**src/rtl/pipe_perf_monitor_if.sv**
```systemverilog
// pipe_perf_monitor_if
// Control, event and readout signals of the pipeline performance monitor.
// The core side (Hazard_Detection/Control plus whoever reads the counters)
// uses the master modport; the monitor itself uses the slave modport.
// Signal names keep their _i/_o suffixes as seen from the monitor.
interface pipe_perf_monitor_if #(
    parameter int NUM_EVT = 4,
    parameter int CNT_W   = 32
);
    localparam int SEL_W = $clog2(NUM_EVT + 1);

    logic               start_i;
    logic               clr_i;
    logic [NUM_EVT-1:0] evt_i;
    logic               snap_i;
    logic [SEL_W-1:0]   rd_sel_i;
    logic               rd_shadow_i;
    logic [CNT_W-1:0]   rd_data_o;
    logic               rd_valid_o;
    logic               running_o;
    logic               done_o;
    logic [NUM_EVT:0]   ovf_o;

    modport master (
        output start_i, clr_i, evt_i, snap_i, rd_sel_i, rd_shadow_i,
        input  rd_data_o, rd_valid_o, running_o, done_o, ovf_o
    );

    modport slave (
        input  start_i, clr_i, evt_i, snap_i, rd_sel_i, rd_shadow_i,
        output rd_data_o, rd_valid_o, running_o, done_o, ovf_o
    );
endinterface

```
**src/rtl/pipe_perf_monitor.sv**
```systemverilog
// pipe_perf_monitor
// Pipeline performance monitor: NUM_EVT saturating event counters plus one
// saturating cycle counter, counted only while a measurement window runs.
// The window opens on start_i and closes after MAX_CYCLES counting edges
// (MAX_CYCLES = 0 keeps it open until clr_i). Counters are read through a
// registered select port; select value NUM_EVT addresses the cycle counter.
//
// Optional feature macro: PERF_SNAPSHOT_EN
//   defined   -> a shadow bank is built, snap_i copies the live counters into
//                it and rd_shadow_i selects it for readout.
//   undefined -> no shadow storage; snap_i and rd_shadow_i are ignored.
module pipe_perf_monitor #(
    parameter int NUM_EVT    = 4,
    parameter int CNT_W      = 32,
    parameter int MAX_CYCLES = 64
) (
    input  logic                clk_i,
    input  logic                rst_i,
    pipe_perf_monitor_if.slave  bus
);

    localparam int               NUM_CNT     = NUM_EVT + 1;
    localparam int               SEL_W       = $clog2(NUM_EVT + 1);
    localparam logic [SEL_W-1:0] CYC_SEL     = SEL_W'(NUM_EVT);
    localparam logic [CNT_W-1:0] CNT_MAX     = '1;
    localparam logic [CNT_W-1:0] WIN_LEN     = CNT_W'(MAX_CYCLES);
    localparam bit               WIN_BOUNDED = (MAX_CYCLES != 0);

    typedef enum logic [1:0] {
        ST_IDLE,
        ST_RUN,
        ST_DONE
    } state_e;

    state_e           state_q, state_d;
    logic [CNT_W-1:0] cnt_q [NUM_CNT];
    logic [CNT_W-1:0] cnt_d [NUM_CNT];
    logic [NUM_EVT:0] ovf_q, ovf_d;
    logic [NUM_EVT:0] inc_req;
    logic             running_q, running_d;
    logic             done_q, done_d;
    logic [CNT_W-1:0] rd_data_q, rd_data_d;
    logic             rd_valid_q, rd_valid_d;

    // The cycle counter sits at index NUM_EVT and is requested every edge.
    assign inc_req = {1'b1, bus.evt_i};

    // Next-state for counters, overflow flags and window FSM; clear wins last.
    always_comb begin
        state_d = state_q;
        ovf_d   = ovf_q;
        for (int k = 0; k < NUM_CNT; k++) begin
            cnt_d[k] = cnt_q[k];
        end

        if (state_q == ST_RUN) begin
            for (int k = 0; k < NUM_CNT; k++) begin
                if (inc_req[k]) begin
                    if (cnt_q[k] == CNT_MAX) begin
                        ovf_d[k] = 1'b1;
                    end else begin
                        cnt_d[k] = cnt_q[k] + 1'b1;
                    end
                end
            end
        end

        unique case (state_q)
            ST_IDLE: begin
                if (bus.start_i) begin
                    state_d = ST_RUN;
                end
            end
            ST_RUN: begin
                if (WIN_BOUNDED && (cnt_d[NUM_EVT] == WIN_LEN)) begin
                    state_d = ST_DONE;
                end
            end
            ST_DONE: begin
                state_d = ST_DONE;
            end
            default: begin
                state_d = ST_IDLE;
            end
        endcase

        if (bus.clr_i) begin
            state_d = ST_IDLE;
            ovf_d   = '0;
            for (int k = 0; k < NUM_CNT; k++) begin
                cnt_d[k] = '0;
            end
        end

        running_d = (state_d == ST_RUN);
        done_d    = (state_d == ST_DONE);
    end

    // Window state, live counters, flags and status outputs.
    always_ff @(posedge clk_i or negedge rst_i) begin
        if (!rst_i) begin
            state_q   <= ST_IDLE;
            ovf_q     <= '0;
            running_q <= 1'b0;
            done_q    <= 1'b0;
            for (int k = 0; k < NUM_CNT; k++) begin
                cnt_q[k] <= '0;
            end
        end else begin
            state_q   <= state_d;
            ovf_q     <= ovf_d;
            running_q <= running_d;
            done_q    <= done_d;
            for (int k = 0; k < NUM_CNT; k++) begin
                cnt_q[k] <= cnt_d[k];
            end
        end
    end

`ifdef PERF_SNAPSHOT_EN
    logic [CNT_W-1:0] shd_q [NUM_CNT];
    logic [CNT_W-1:0] shd_d [NUM_CNT];

    // Shadow bank copies the pre-edge live values, so a snapshot taken on a
    // counting or clearing edge holds what was visible before that edge.
    always_comb begin
        for (int k = 0; k < NUM_CNT; k++) begin
            shd_d[k] = shd_q[k];
            if (bus.snap_i) begin
                shd_d[k] = cnt_q[k];
            end
        end
    end

    // Shadow storage survives clr_i and is only emptied by reset.
    always_ff @(posedge clk_i or negedge rst_i) begin
        if (!rst_i) begin
            for (int k = 0; k < NUM_CNT; k++) begin
                shd_q[k] <= '0;
            end
        end else begin
            for (int k = 0; k < NUM_CNT; k++) begin
                shd_q[k] <= shd_d[k];
            end
        end
    end

    // Read mux over live or shadow bank; out-of-range selects return zero.
    always_comb begin
        rd_valid_d = (bus.rd_sel_i <= CYC_SEL);
        rd_data_d  = '0;
        if (rd_valid_d) begin
            if (bus.rd_shadow_i) begin
                rd_data_d = shd_q[bus.rd_sel_i];
            end else begin
                rd_data_d = cnt_q[bus.rd_sel_i];
            end
        end
    end
`else
    logic unused_snapshot;
    assign unused_snapshot = bus.snap_i | bus.rd_shadow_i;

    // Read mux over the live bank only; out-of-range selects return zero.
    always_comb begin
        rd_valid_d = (bus.rd_sel_i <= CYC_SEL);
        rd_data_d  = '0;
        if (rd_valid_d) begin
            rd_data_d = cnt_q[bus.rd_sel_i];
        end
    end
`endif

    // Registered read port, one cycle behind the select.
    always_ff @(posedge clk_i or negedge rst_i) begin
        if (!rst_i) begin
            rd_data_q  <= '0;
            rd_valid_q <= 1'b0;
        end else begin
            rd_data_q  <= rd_data_d;
            rd_valid_q <= rd_valid_d;
        end
    end

    assign bus.rd_data_o  = rd_data_q;
    assign bus.rd_valid_o = rd_valid_q;
    assign bus.running_o  = running_q;
    assign bus.done_o     = done_q;
    assign bus.ovf_o      = ovf_q;

endmodule

```
**src/flat_wrapper.sv**
```systemverilog
// flat-port wrapper written by rule: the top's interface ports become plain ports
module pipe_perf_monitor_flat 
#(
    parameter int NUM_EVT    = 4,
    parameter int CNT_W      = 32,
    parameter int MAX_CYCLES = 64
)
  (clk_i, rst_i, bus_start_i, bus_clr_i, bus_evt_i, bus_snap_i, bus_rd_sel_i, bus_rd_shadow_i, bus_rd_data_o, bus_rd_valid_o, bus_running_o, bus_done_o, bus_ovf_o);
  pipe_perf_monitor_if #(.NUM_EVT(NUM_EVT), .CNT_W(CNT_W)) bus_i ();
  input  logic clk_i;
  input  logic rst_i;
  input wire logic [$bits(bus_i.start_i)-1:0] bus_start_i;
  input wire logic [$bits(bus_i.clr_i)-1:0] bus_clr_i;
  input wire logic [$bits(bus_i.evt_i)-1:0] bus_evt_i;
  input wire logic [$bits(bus_i.snap_i)-1:0] bus_snap_i;
  input wire logic [$bits(bus_i.rd_sel_i)-1:0] bus_rd_sel_i;
  input wire logic [$bits(bus_i.rd_shadow_i)-1:0] bus_rd_shadow_i;
  output wire logic [$bits(bus_i.rd_data_o)-1:0] bus_rd_data_o;
  output wire logic [$bits(bus_i.rd_valid_o)-1:0] bus_rd_valid_o;
  output wire logic [$bits(bus_i.running_o)-1:0] bus_running_o;
  output wire logic [$bits(bus_i.done_o)-1:0] bus_done_o;
  output wire logic [$bits(bus_i.ovf_o)-1:0] bus_ovf_o;
  assign bus_i.start_i = bus_start_i;
  assign bus_i.clr_i = bus_clr_i;
  assign bus_i.evt_i = bus_evt_i;
  assign bus_i.snap_i = bus_snap_i;
  assign bus_i.rd_sel_i = bus_rd_sel_i;
  assign bus_i.rd_shadow_i = bus_rd_shadow_i;
  assign bus_rd_data_o = bus_i.rd_data_o;
  assign bus_rd_valid_o = bus_i.rd_valid_o;
  assign bus_running_o = bus_i.running_o;
  assign bus_done_o = bus_i.done_o;
  assign bus_ovf_o = bus_i.ovf_o;
  pipe_perf_monitor #(.NUM_EVT(NUM_EVT), .CNT_W(CNT_W), .MAX_CYCLES(MAX_CYCLES)) u_core (.clk_i(clk_i), .rst_i(rst_i), .bus(bus_i));
endmodule
```
**config.mk**
```make
export PLATFORM = sky130hd
export DESIGN_NAME = pipe_perf_monitor_flat
export DESIGN_NICKNAME = d
export VERILOG_FILES = /design/src/rtl/pipe_perf_monitor_if.sv /design/src/rtl/pipe_perf_monitor.sv /design/src/flat_wrapper.sv
export SDC_FILE = /design/constraint.sdc
export NUM_CORES = 1
export LEC_CHECK = 0
export ABC_AREA = 1
export CELL_PAD_IN_SITES_DETAIL_PLACEMENT = 1
export CELL_PAD_IN_SITES_GLOBAL_PLACEMENT = 1
export CORE_UTILIZATION = 49
export DETAILED_ROUTE_END_ITERATION = 10
export GPL_TIMING_DRIVEN = 0
export HOLD_SLACK_MARGIN = 0.15
export PLACE_DENSITY_LB_ADDON = 0.1
export REMOVE_ABC_BUFFERS = 1
export SKIP_CTS_REPAIR_TIMING = 1
export SKIP_LAST_GASP = 1
export SLEW_MARGIN = 20
export SYNTH_ARGS = -nofsm -noshare
export SYNTH_HDL_FRONTEND = slang
export SYNTH_SLANG_ARGS = --single-unit
```
**constraint.sdc**
```tcl
create_clock -name clk_i -period 3.9 [get_ports clk_i]
set_input_delay 0.585 -clock clk_i [delete_from_list [all_inputs] [get_ports clk_i]]
set_output_delay 0.585 -clock clk_i [all_outputs]
set_load 0.05 [all_outputs]
```
=== Word-level counts from Yosys, hierarchy flattened ===
Index checks and enable logic that the tools add are counted.

* Equality and inequality tests: 14
* Muxes and demuxes: 30
* Reduce and logical (&&, ||, !) cells: 20
* Add/sub/neg operators: 5
* $lt $le $gt $ge: 2
* Bitwise operators: 1

{| class="wikitable"
|+ Operators with widths
! cell !! count
|-
| $mux 32 || 12
|-
| $mux 160 || 2
|-
| $add 32x1->32 const B || 5
|-
| $eq 32x32->1 const B || 5
|-
| $bmux 32 s3 || 1
|-
| $eq 32x7->1 const B || 1
|-
| $reduce_and 3->1 || 8
|-
| $reduce_bool 2->1 || 10
|-
| $mux 5 || 2
|-
| $mux 1 || 9
|-
| $ne 2x2->1 const B || 4
|-
| $mux 2 || 3
|-
| $pmux 2 s3 || 1
|-
| $eq 2x1->1 const B || 2
|-
| $eq 2x2->1 const B || 2
|-
| $ge 4x4->1 const B || 1
|-
| $not 3->4 || 1
|-
| $le 3x3->1 const B || 1
|-
| $logic_not 2->1 || 1
|-
| $reduce_and 2->1 || 1
|}

* Logic and storage cells: 87
* Flip-flop bits (word level): 202
* Output and inout port bits: 40

=== Longest topological paths before layout ===
* Word-level depth: 9
* Depth in mapped cells: 17

=== Worst setup path after synthesis ===
No wires, ideal clock.

* Kind: in2reg
* From: in bus_clr_i
* To: reg u_core.cnt_q[56] (netlist bit)
* Data required time: 3.768 ns
* Library setup time: 0.132 ns
* Setup slack: 1.959 ns
* Data arrival time: 1.809 ns
* Stages on the path: 10
* Cell sequence: buf_2 inv_1 buf_2 nand3_1 nand3_1 buf_2 buf_2 nor2_1 xnor2_1 nor2_1

* Longest elaborated chain between the ends: 2

{| class="wikitable"
|+ Ends and longest elaborated chain
! what !! RTL line !! text
|-
| from (decl) || flat_wrapper.sv:13 || <nowiki>input wire logic [$bits(bus_i.clr_i)-1:0] bus_clr_i;</nowiki>
|-
| $ne 2x2->1 (no source line) or $reduce_bool 2->1 (tied branches) || n/a ||
|-
| $reduce_and 3->1 (no source line) || n/a ||
|-
| to (signal, indexed assignment) || pipe_perf_monitor.sv:115 || <nowiki>cnt_q[k] <= cnt_d[k];</nowiki>
|-
| to (decl) || pipe_perf_monitor.sv:36 || <nowiki>logic [CNT_W-1:0] cnt_q [NUM_CNT];</nowiki>
|}

Several ways; a longest one is shown, not always the timed one.
A chain may end at the register's enable or synchronous reset.

=== Final worst setup path ===
* From: in bus_clr_i
* To: reg u_core.cnt_q[63] (netlist bit)

The elaborated chain is that of the path after synthesis.

==> results.sh <==
export IMPL_status="finished clean"
export IMPL_clock_path_buffers=3
export IMPL_multiInputGateArea_um2=6010
export IMPL_area_growth_pct=13.3
export IMPL_min_path_type="in -> reg"
export IMPL_yosys_area_top_type="dfrtp_1"
export IMPL_max_freq_mhz=275
export IMPL_clock_sinks=202
export IMPL_nFillCells=3064
export IMPL_setup_viol=0
export IMPL_yosysWarnings=0
export IMPL_worst_setup_path_start_kind="input port"
export IMPL_core_um2=23800
export IMPL_place_gp_congestion=0.904
export IMPL_netlist_instances=1679
export IMPL_via_per_inst=5.78
export IMPL_cp_max_fo=60
export IMPL_synth_top_area_share_pct=42.1
export IMPL_grt_pass1_vias=12217
export IMPL_clock_skew_ps=14.8
export IMPL_cts_tree="yes"
export IMPL_nets=1719
export IMPL_initial_core_util_pct=50.6
export IMPL_die_w_um=159
export IMPL_cts_root_buf="clkbuf_16"
export IMPL_path_cells="buf_6 -> buf_16 -> inv_2 -> buf_12 -> nand2_1 -> nand3_1 -> inv_1 -> nand3_2 -> nor2_2 -> nand2_1 -> and3_1"
export IMPL_async_flop_share_pct=100
export IMPL_crit_slowest_cell="inv_1"
export IMPL_htreeDepth=1
export IMPL_avgSynthCellArea_um2=7.15
export IMPL_drt_wl_total_um=41300
export IMPL_dieArea_um2=25100
export IMPL_row_count=56
export IMPL_wl_per_cell_um=20.3
export IMPL_cp_arrival_ps=4040
export IMPL_synth_commonest_cells="nand2_1, nor2_1, dfrtp_1"
export IMPL_first_pass_iters=5
export IMPL_fin_crit_ps=3630
export IMPL_netlist_area_um2=12000
export IMPL_yosys_top_cells_area="dfrtp_1, nand2_1, nor2_1"
export IMPL_grt_max_degree=98
export IMPL_io_buffers=50
export IMPL_crit_buf_inv=5
export IMPL_required_ps=4310
export IMPL_die_h_um=159
export IMPL_post_route_util_pct=57.3
export IMPL_worstSetupPathType="in -> reg"
export IMPL_clkTransAtPathRegs_ps=60
export IMPL_cellPowerDensity_nw_per_um2=371
export IMPL_drt_iter0_markers=860
export IMPL_rsz0062_at_grt="false"
export IMPL_vdd_drop_max_uv=340
export IMPL_grt_overflow_total=0
export IMPL_ant_nets=0
export IMPL_clock_insertion_delay_worst_skew_ps=540
export IMPL_leakagePower_nw=5.68
export IMPL_maxCapViolations=0
export IMPL_synth_cell_types=50
export IMPL_drcViolationCount=0
export IMPL_yosysMostFrequentCell="nand2_1"
export IMPL_via_count=11773
export IMPL_drive_gt1_share_pct=6.23
export IMPL_critical_path_top_delay_family="buffers and inverters"
export IMPL_end_kind="register"
export IMPL_pre_cts_ws_ps=-243
export IMPL_regArea_um2=5050
export IMPL_synth_edf_count=0
export IMPL_synth_ff_type="dfrtp_1"
export IMPL_maxSlewViolCount=0
export IMPL_dp_hpwl_um=29600
export IMPL_antenna_found_initial=0
export IMPL_slew_headroom_pct=38.3
export IMPL_grt_pass1_wl_um=65200
export IMPL_diodes=0
export IMPL_synth_seq_cells=202
export IMPL_final_hold_viol_count=0
export IMPL_max_stage_delay_ps=860
export IMPL_worst_slack_ps=270
export IMPL_finalCritPeriodShare_pct=93.1
export IMPL_cp_common_cell="nand2_1"
export IMPL_tightest_slew_ps=923
export IMPL_numCtsBuffers=25
export IMPL_io_pins=53
export IMPL_grt_use_total_pct=33.7
export IMPL_ys_seq_area_share_pct=42.1
kinds of logic (layout without fill, tap and decap cells):
logic type	Yosys count	after routing	synth area share, %
XOR/XNOR	38	38	2.77
buffers and inverters	241	279	7.95
adder cells (fa/ha/maj)	5	5	0.521
AND/OR/NAND/NOR	879	879	32.5
flip-flops	202	202	42.1
AO/OA/AOI/OAI	314	314	14.2
final timing paths:
check,start,end,slack (ps),cells after the start
min reg2reg,u_core.bus.ovf_o[0],u_core.bus.ovf_o[0],500,2
max reg2reg,u_core.cnt_q[32],u_core.cnt_q[45],540,12
min in group asynchronous,rst_i,u_core.cnt_q[63],580,2
max in group asynchronous,rst_i,u_core.cnt_q[125],2470,3
min,bus_clr_i,u_core.cnt_q[21],430,2
max,bus_clr_i,u_core.cnt_q[63],270,11
state kept, by name, summed over array words and instances (netlist names):
signal / count
u_core.state_q: 2
u_core.bus.rd_data_o: 32
u_core.bus.rd_valid_o: 1
u_core.cnt_q: 160
u_core.bus.done_o: 1
u_core.bus.ovf_o: 5
u_core.bus.running_o: 1
worst reg2reg max path: cells and delay by family, from the launching register on:
kind	cells	cell delay (ps)
AOI/OAI and AO/OA	2	330
adders and majority gates	1	170
buffers and inverters	2	690
DFF	1	370
and+or+nand+nor	7	1740
metal layers:
layer | GRT usage [%] | wire (µm)
met5 | 0 | 0
met4 | 12.8 | 1680
met3 | 3.46 | 1900
met2 | 56.3 | 19700
met1 | 45.2 | 18000
metrics by stage:
stage	hold WS (ps)	TNS, ps	power (mW)	cell area (µm²)	std cells
after floorplan	289	0	2.46	11700	1617
after global placement	472	-2121700	2.72	12600	1986
after detailed placement	490	-1240	2.75	12800	1992
after CTS	-8.26	0	5.05	13600	2035
after global routing	432	0	5.18	13600	2036
final	425	0	5.04	13600	2036
layout make-up:
cell class,instances,share of cell area (%)
Tap cell,319,2.93
Clock buffer,35,5.17
Clock inverter,8,0.736
Timing Repair Buffer,57,4.85
Inverter,179,4.95
Sequential cell,202,37.2
Multi-Input combinational cell,1236,44.2
cells in the final DEF, fill, tap and decap left out, types with 3 or more instances in the layout:
cell             instances
a31oi_1                 10
nand2_2                 11
nand3_1                 86
clkbuf_16               25
nor2_1                 226
dfrtp_1                202
inv_1                  172
nor3_2                   8
o21a_1                  21
nor2_4                   4
nand3b_1                 4
nand2_1                387
clkbuf_8                 4
a22oi_1                 10
xor2_1                  32
ha_1                     5
nand4_1                 33
nor3_1                  68
nor3b_1                  4
xnor2_1                  6
a21oi_1                117
clkinv_2                 4
inv_2                    5
nor4_1                  11
o21ai_0                142
clkbuf_1                 6
clkdlybuf4s50_1         46
and3_1                   4
nand3_2                  6
buf_16                   4
nor2_2                  15
or2_2                    3
report_power, final:
| part | internal, mW | switching [mW] |
|---|---|---|
| logic | 0.136 | 0.429 |
| clock network | 1.38 | 0.942 |
| registers | 2.13 | 0.0241 |
| total | 3.65 | 1.39 |
Power figures use the tool's default switching activity.
